## src/rtl/serial_adder.sv

```systemverilog
// Bit-serial adder: forms sum = a + b one bit per clock, LSB first, framed by
// a start/busy/done handshake. The result stays registered until the next op completes.
module serial_adder #(
  parameter int WIDTH = 3
) (
  input  logic             clk,
  input  logic             rst,
  input  logic             start,
  input  logic [WIDTH-1:0] a,
  input  logic [WIDTH-1:0] b,
  output logic             busy,
  output logic             done,
  output logic [WIDTH-1:0] sum,
  output logic             cout
);

  localparam int CNT_W = (WIDTH > 1) ? $clog2(WIDTH) : 1;
  localparam logic [CNT_W-1:0] LAST_BIT = CNT_W'(WIDTH - 1);

  typedef enum logic [1:0] {
    S_IDLE  = 2'd0,
    S_SHIFT = 2'd1,
    S_DONE  = 2'd2
  } state_t;

  state_t           r_state;
  state_t           w_state_nxt;

  logic [WIDTH-1:0] r_ra;
  logic [WIDTH-1:0] r_rb;
  // Holds partial-sum bits [WIDTH-1:1]; bit 0 always falls off before the result is taken
  logic [WIDTH-2:0] r_rs;
  logic             r_c;
  logic [CNT_W-1:0] r_cnt;
  logic [WIDTH-1:0] r_sum;
  logic             r_cout;

  logic             w_s;
  logic             w_carry;
  logic             w_last;
  logic [WIDTH-1:0] w_rs_full;

  function automatic logic majority(input logic x, input logic y, input logic z);
    majority = (x & y) | (x & z) | (y & z);
  endfunction

  assign w_s       = r_ra[0] ^ r_rb[0] ^ r_c;
  assign w_carry   = majority(r_ra[0], r_rb[0], r_c);
  assign w_last    = (r_cnt == LAST_BIT);
  assign w_rs_full = {w_s, r_rs};

  // State register
  always_ff @(posedge clk) begin
    if (rst) begin
      r_state <= S_IDLE;
    end else begin
      r_state <= w_state_nxt;
    end
  end

  // Next-state logic
  always_comb begin
    w_state_nxt = r_state;
    case (r_state)
      S_IDLE:  if (start) w_state_nxt = S_SHIFT;
      S_SHIFT: if (w_last) w_state_nxt = S_DONE;
      S_DONE:  w_state_nxt = S_IDLE;
      default: w_state_nxt = S_IDLE;
    endcase
  end

  // Datapath: operand capture, bit-serial add, result load
  always_ff @(posedge clk) begin
    if (rst) begin
      r_ra   <= '0;
      r_rb   <= '0;
      r_rs   <= '0;
      r_c    <= 1'b0;
      r_cnt  <= '0;
      r_sum  <= '0;
      r_cout <= 1'b0;
    end else begin
      case (r_state)
        S_IDLE: begin
          if (start) begin
            r_ra  <= a;
            r_rb  <= b;
            r_rs  <= '0;
            r_c   <= 1'b0;
            r_cnt <= '0;
          end
        end
        S_SHIFT: begin
          r_ra  <= {1'b0, r_ra[WIDTH-1:1]};
          r_rb  <= {1'b0, r_rb[WIDTH-1:1]};
          r_rs  <= w_rs_full[WIDTH-1:1];
          r_c   <= w_carry;
          r_cnt <= r_cnt + 1'b1;
          if (w_last) begin
            r_sum  <= w_rs_full;
            r_cout <= w_carry;
          end
        end
        default: begin
        end
      endcase
    end
  end

  // Outputs decode straight from registered state, so nothing combinational reaches them from inputs
  always_comb begin
    busy = 1'b0;
    done = 1'b0;
    case (r_state)
      S_SHIFT: busy = 1'b1;
      S_DONE: begin
        busy = 1'b1;
        done = 1'b1;
      end
      default: begin
      end
    endcase
  end

  assign sum  = r_sum;
  assign cout = r_cout;

endmodule

```

## config.mk

```make
export PLATFORM = sky130hd
export DESIGN_NAME = serial_adder
export DESIGN_NICKNAME = d
export VERILOG_FILES = /design/src/rtl/serial_adder.sv
export SDC_FILE = /design/constraint.sdc
export NUM_CORES = 1
export LEC_CHECK = 0
export CAP_MARGIN = 20
export CORE_MARGIN = 2
export CORE_UTILIZATION = 35
export DETAILED_ROUTE_END_ITERATION = 6
export RECOVER_POWER = 25
export SLEW_MARGIN = 20
export SYNTH_ARGS = -nofsm -noshare
export SYNTH_HDL_FRONTEND = slang
export SYNTH_SLANG_ARGS = --single-unit
```

## constraint.sdc

```tcl
create_clock -name clk -period 2.7 [get_ports clk]
set_input_delay 0.81 -clock clk [delete_from_list [all_inputs] [get_ports clk]]
set_output_delay 0.81 -clock clk [all_outputs]
set_load 0.02 [all_outputs]
```

==> summary.md <==
| Metric | Value |
|---|---|
| Outcome | finished, final reports clean |
| 1st-iter DRT viols | 10 |
| Vias post-DR | about 700 |
| Cell variety after synth | 26 |
| Worst Setup Slack post-DPL | 0.4229 ns |
| Deepest clock path buffer count | 2 |
| Crit share post-route | a little under 90% |
| Aggregate global-route resource usage | approximately an eighth |
| Setup repair after global routing missed its margin | no |
| Routability congestion estimate | 0.7183 |
| Leftover overflow at the end of global routing | 0 |
| Internal power | 383.6 uW |
| TritonCTS clock tree | yes |
| Most common cell after layout, fill and taps aside | sky130_fd_sc_hd__dfxtp_1 |
| Leakage power | around 0.38 nW |
| Largest net degree at the start of global routing | 18 |
| Worst-path clk slew | 0.11 ns |
| Fin area | ~0.0011 sq mm |
| Sw Pwr | approximately 170 uW |
| Cell count after synthesis | 93 |
| Count of instances resized after the clock tree is built | 0 |
| Clk root buf | sky130_fd_sc_hd__clkbuf_4 |
| Final number of hold-violating endpoints | 0 |
| Largest stage delay on the critical path | 0.59 ns |
| Final setup violation count | 0 |
| Final worst clock skew | roughly 0.0057 ns |
| X dimension of the die | between 50 and 60 um |
| Num CTS Buffers | 3 |
| Post-route worst hold slack | around 0.46 ns |
| DRC violation count after routing | 0 |
| Core Box Area | 0.002455 sq mm |
| Launching instance or port of the critical path | r_state[0] |
| Critical setup path kind | register to output pin |
| Clock sink total | 17 |
| Post-route total power | between 500 and 600 uW |
| Yosys synthesis warning count | 0 |
| Final period demand of the worst path | ~2.4 ns |
| Post-Synthesis Net Count | between 100 and 150 |
| Setup Total Neg Slack | 0 ns |
| Transition time of the tightest slew-check pin | roughly 0.75 ns |
| Relative contribution of the clock network to total power | between 20 and 30% |
| Clock Latency Late Sink | around 0.3 ns |
| Die ar. | approximately 0.003 sq mm |
| Critical-path top delay cell | sky130_fd_sc_hd__clkdlybuf4s50_1 |
| Launching element type of the critical path | register |
| Dpl hpwl | between 1000 and 1500 um |
| Area growth from synthesis to layout | 17.81% |
| Sequential share of power | 50.5% |
| Number of global-route vias before repair | around 600 |
| Cell-by-cell trace of the critical path | inv_1, ha_1, clkdlybuf4s50_1 |
| Synthesized cell area | ~900 sq um |
| # Post-CTS Setup Buffers | 0 |
| Total Wirelength | about 1600 um |
| Mean instance size in the synthesized netlist | 9.593 sq um |
| Share of power burned in combinational logic | 24.1% |
| Die boundary height | between 50 and 60 um |
| Fill cell total of the finished layout | about 260 |
| Final core utilization | between 40% and 50% |
| Worst setup EP type | output pin |
| Number of routed nets with antenna violations | 0 |
| Req. time, crit path | approximately 1.9 ns |
| Share of post-route cells with drive strength above 1 | 14.15% |
| Reg2Reg Setup Slack | 1.00 ns |
| Arrival time worst endpoint | approximately 1.6 ns |
| Maximum frequency from static timing analysis | between 400 and 500 MHz |
| Count of H-tree levels built during CTS | 1 |
| Global-route wire length before repair | between 2000 and 3000 um |
| Count of buffers from port buffering | 14 |
| Start of the worst register-to-register path | r_state[1] |
| Number of standard-cell rows in the floorplan | 18 |
| Number of cells after detailed placement | around 130 |
| Smallest setup slack after layout | about 0.28 ns |
| Portion of the post-synthesis area used by sequential elements | between 30% and 40% |
| NumNets Final | between 100 and 150 |
| PwrDens | around 520 mW/mm^2 |
| Area after detailed placement | ~0.0010 sq mm |
| Hold Path Origin | sum[0] |
| I/O Pins | 15 |
| Count of final max-slew check failures | 0 |
| Starting density of the core | 36.34% |
| Crit path max fanout | 3 |
| Most used cells in the layout excluding fill and tap cells | 17 x sky130_fd_sc_hd__dfxtp_1, 13 x sky130_fd_sc_hd__clkdlybuf4s50_1, 10 x sky130_fd_sc_hd__nand2_1 |
| Relative max-transition margin | roughly 50% |
| Number of hold-repair buffers added at the cts stage | 0 |
| Switching power as a share of total power | 30.41% |
| Class of the most critical hold timing path | register to register |
| Peak supply drop | around 340 uV |
| Antenna cell count | 0 |
| Average via count per standard cell | 5.110 |
| Number of antenna violations at the first check in global routing | 0 |
| Number of flip-flops and latches in the synthesized netlist | 17 |
| Pre-antenna DRT Iters | 4 |
| Final non-filler cell total | 136 |
| Post-DR wirelength/cell | ~12 um |
| Max Cap Violations | 0 |
Yosys cell counts:
master | number | area, sq um
sky130_fd_sc_hd__a2111oi_2 | 1 | 15.01
sky130_fd_sc_hd__a211oi_1 | 2 | 15.01
sky130_fd_sc_hd__a211oi_2 | 4 | 50.05
sky130_fd_sc_hd__a21oi_1 | 8 | 40.04
sky130_fd_sc_hd__a31oi_1 | 1 | 6.260
sky130_fd_sc_hd__a32oi_1 | 3 | 26.28
sky130_fd_sc_hd__and3_1 | 1 | 6.260
sky130_fd_sc_hd__buf_2 | 1 | 5.000
sky130_fd_sc_hd__buf_4 | 1 | 7.510
sky130_fd_sc_hd__buf_6 | 4 | 45.04
sky130_fd_sc_hd__clkbuf_1 | 1 | 3.750
sky130_fd_sc_hd__dfxtp_1 | 17 | 340.3
sky130_fd_sc_hd__fa_1 | 1 | 20.02
sky130_fd_sc_hd__ha_1 | 4 | 50.05
sky130_fd_sc_hd__inv_1 | 4 | 15.01
sky130_fd_sc_hd__mux2_2 | 4 | 45.04
sky130_fd_sc_hd__mux2i_1 | 6 | 60.06
sky130_fd_sc_hd__nand2_1 | 10 | 37.54
sky130_fd_sc_hd__nand2b_1 | 1 | 6.260
sky130_fd_sc_hd__nand3_1 | 4 | 20.02
sky130_fd_sc_hd__nand3b_1 | 1 | 7.510
sky130_fd_sc_hd__nor2_1 | 8 | 30.03
sky130_fd_sc_hd__nor2b_1 | 3 | 18.77
sky130_fd_sc_hd__o211ai_1 | 1 | 7.510
sky130_fd_sc_hd__o21ai_0 | 1 | 5.000
sky130_fd_sc_hd__xnor2_1 | 1 | 8.760
final cells by class:
class                      count  area [sq um]  area share (%)
multi-input combinational     65         475.5           45.24
timing repair buffer          16         155.1           14.76
inverter                       4         15.01           1.429
clock buffer                   3         22.52           2.143
clock inverter                 1         5.005          0.4762
sequential                    17         340.3           32.38
tap                           30         37.54           3.571
flip-flops by register name, indices dropped and copies added (netlist names):
register / cells
r_ra: 3
r_rb: 3
sum: 3
r_cnt: 2
r_rs: 2
r_state: 2
cout: 1
r_c: 1
path summary, 6_finish.rpt:
kind,to,cells after the start
max,busy,3
min,sum[0],2
max reg2reg,r_rs[1],6
min reg2reg,sum[0],2
power groups by stage:
stage	registers (mW)	clock network, mW	logic (mW)
after global placement	0.284	0	0.131
after detailed placement	0.285	0	0.133
final	0.278	0.140	0.133
after global routing	0.281	0.155	0.148
after floorplan	0.282	0	0.112
after CTS	0.279	0.146	0.134
layer usage:
layer,global-route usage (%),share of wire [%],up-vias
li1,-,-,353
met1,16.19,48,328
met2,18.88,46,12
met3,5.738,4.7,2
met4,5.417,1.3,0
met5,0,0,-
cell families (layout without fill, tap and decap cells):
family,after synthesis,in the layout,synth area share [%]
DFF,17,17,38.15
muxes,10,10,11.78
adders and majority gates,5,5,7.854
buffers and inverters,11,24,8.554
and+or+nand+nor,28,28,14.17
AOI/OAI and AO/OA,21,21,18.51
xor gates and xnor gates,1,1,0.9819
worst max-delay path: cells and delay by family, from the launching register on:
kind | cells | cell delay, ns
buffers and inverters | 2 | 0.66
DFF | 1 | 0.37
adders and majority gates | 1 | 0.27
No activity file was read; power rests on OpenSTA's default activity.
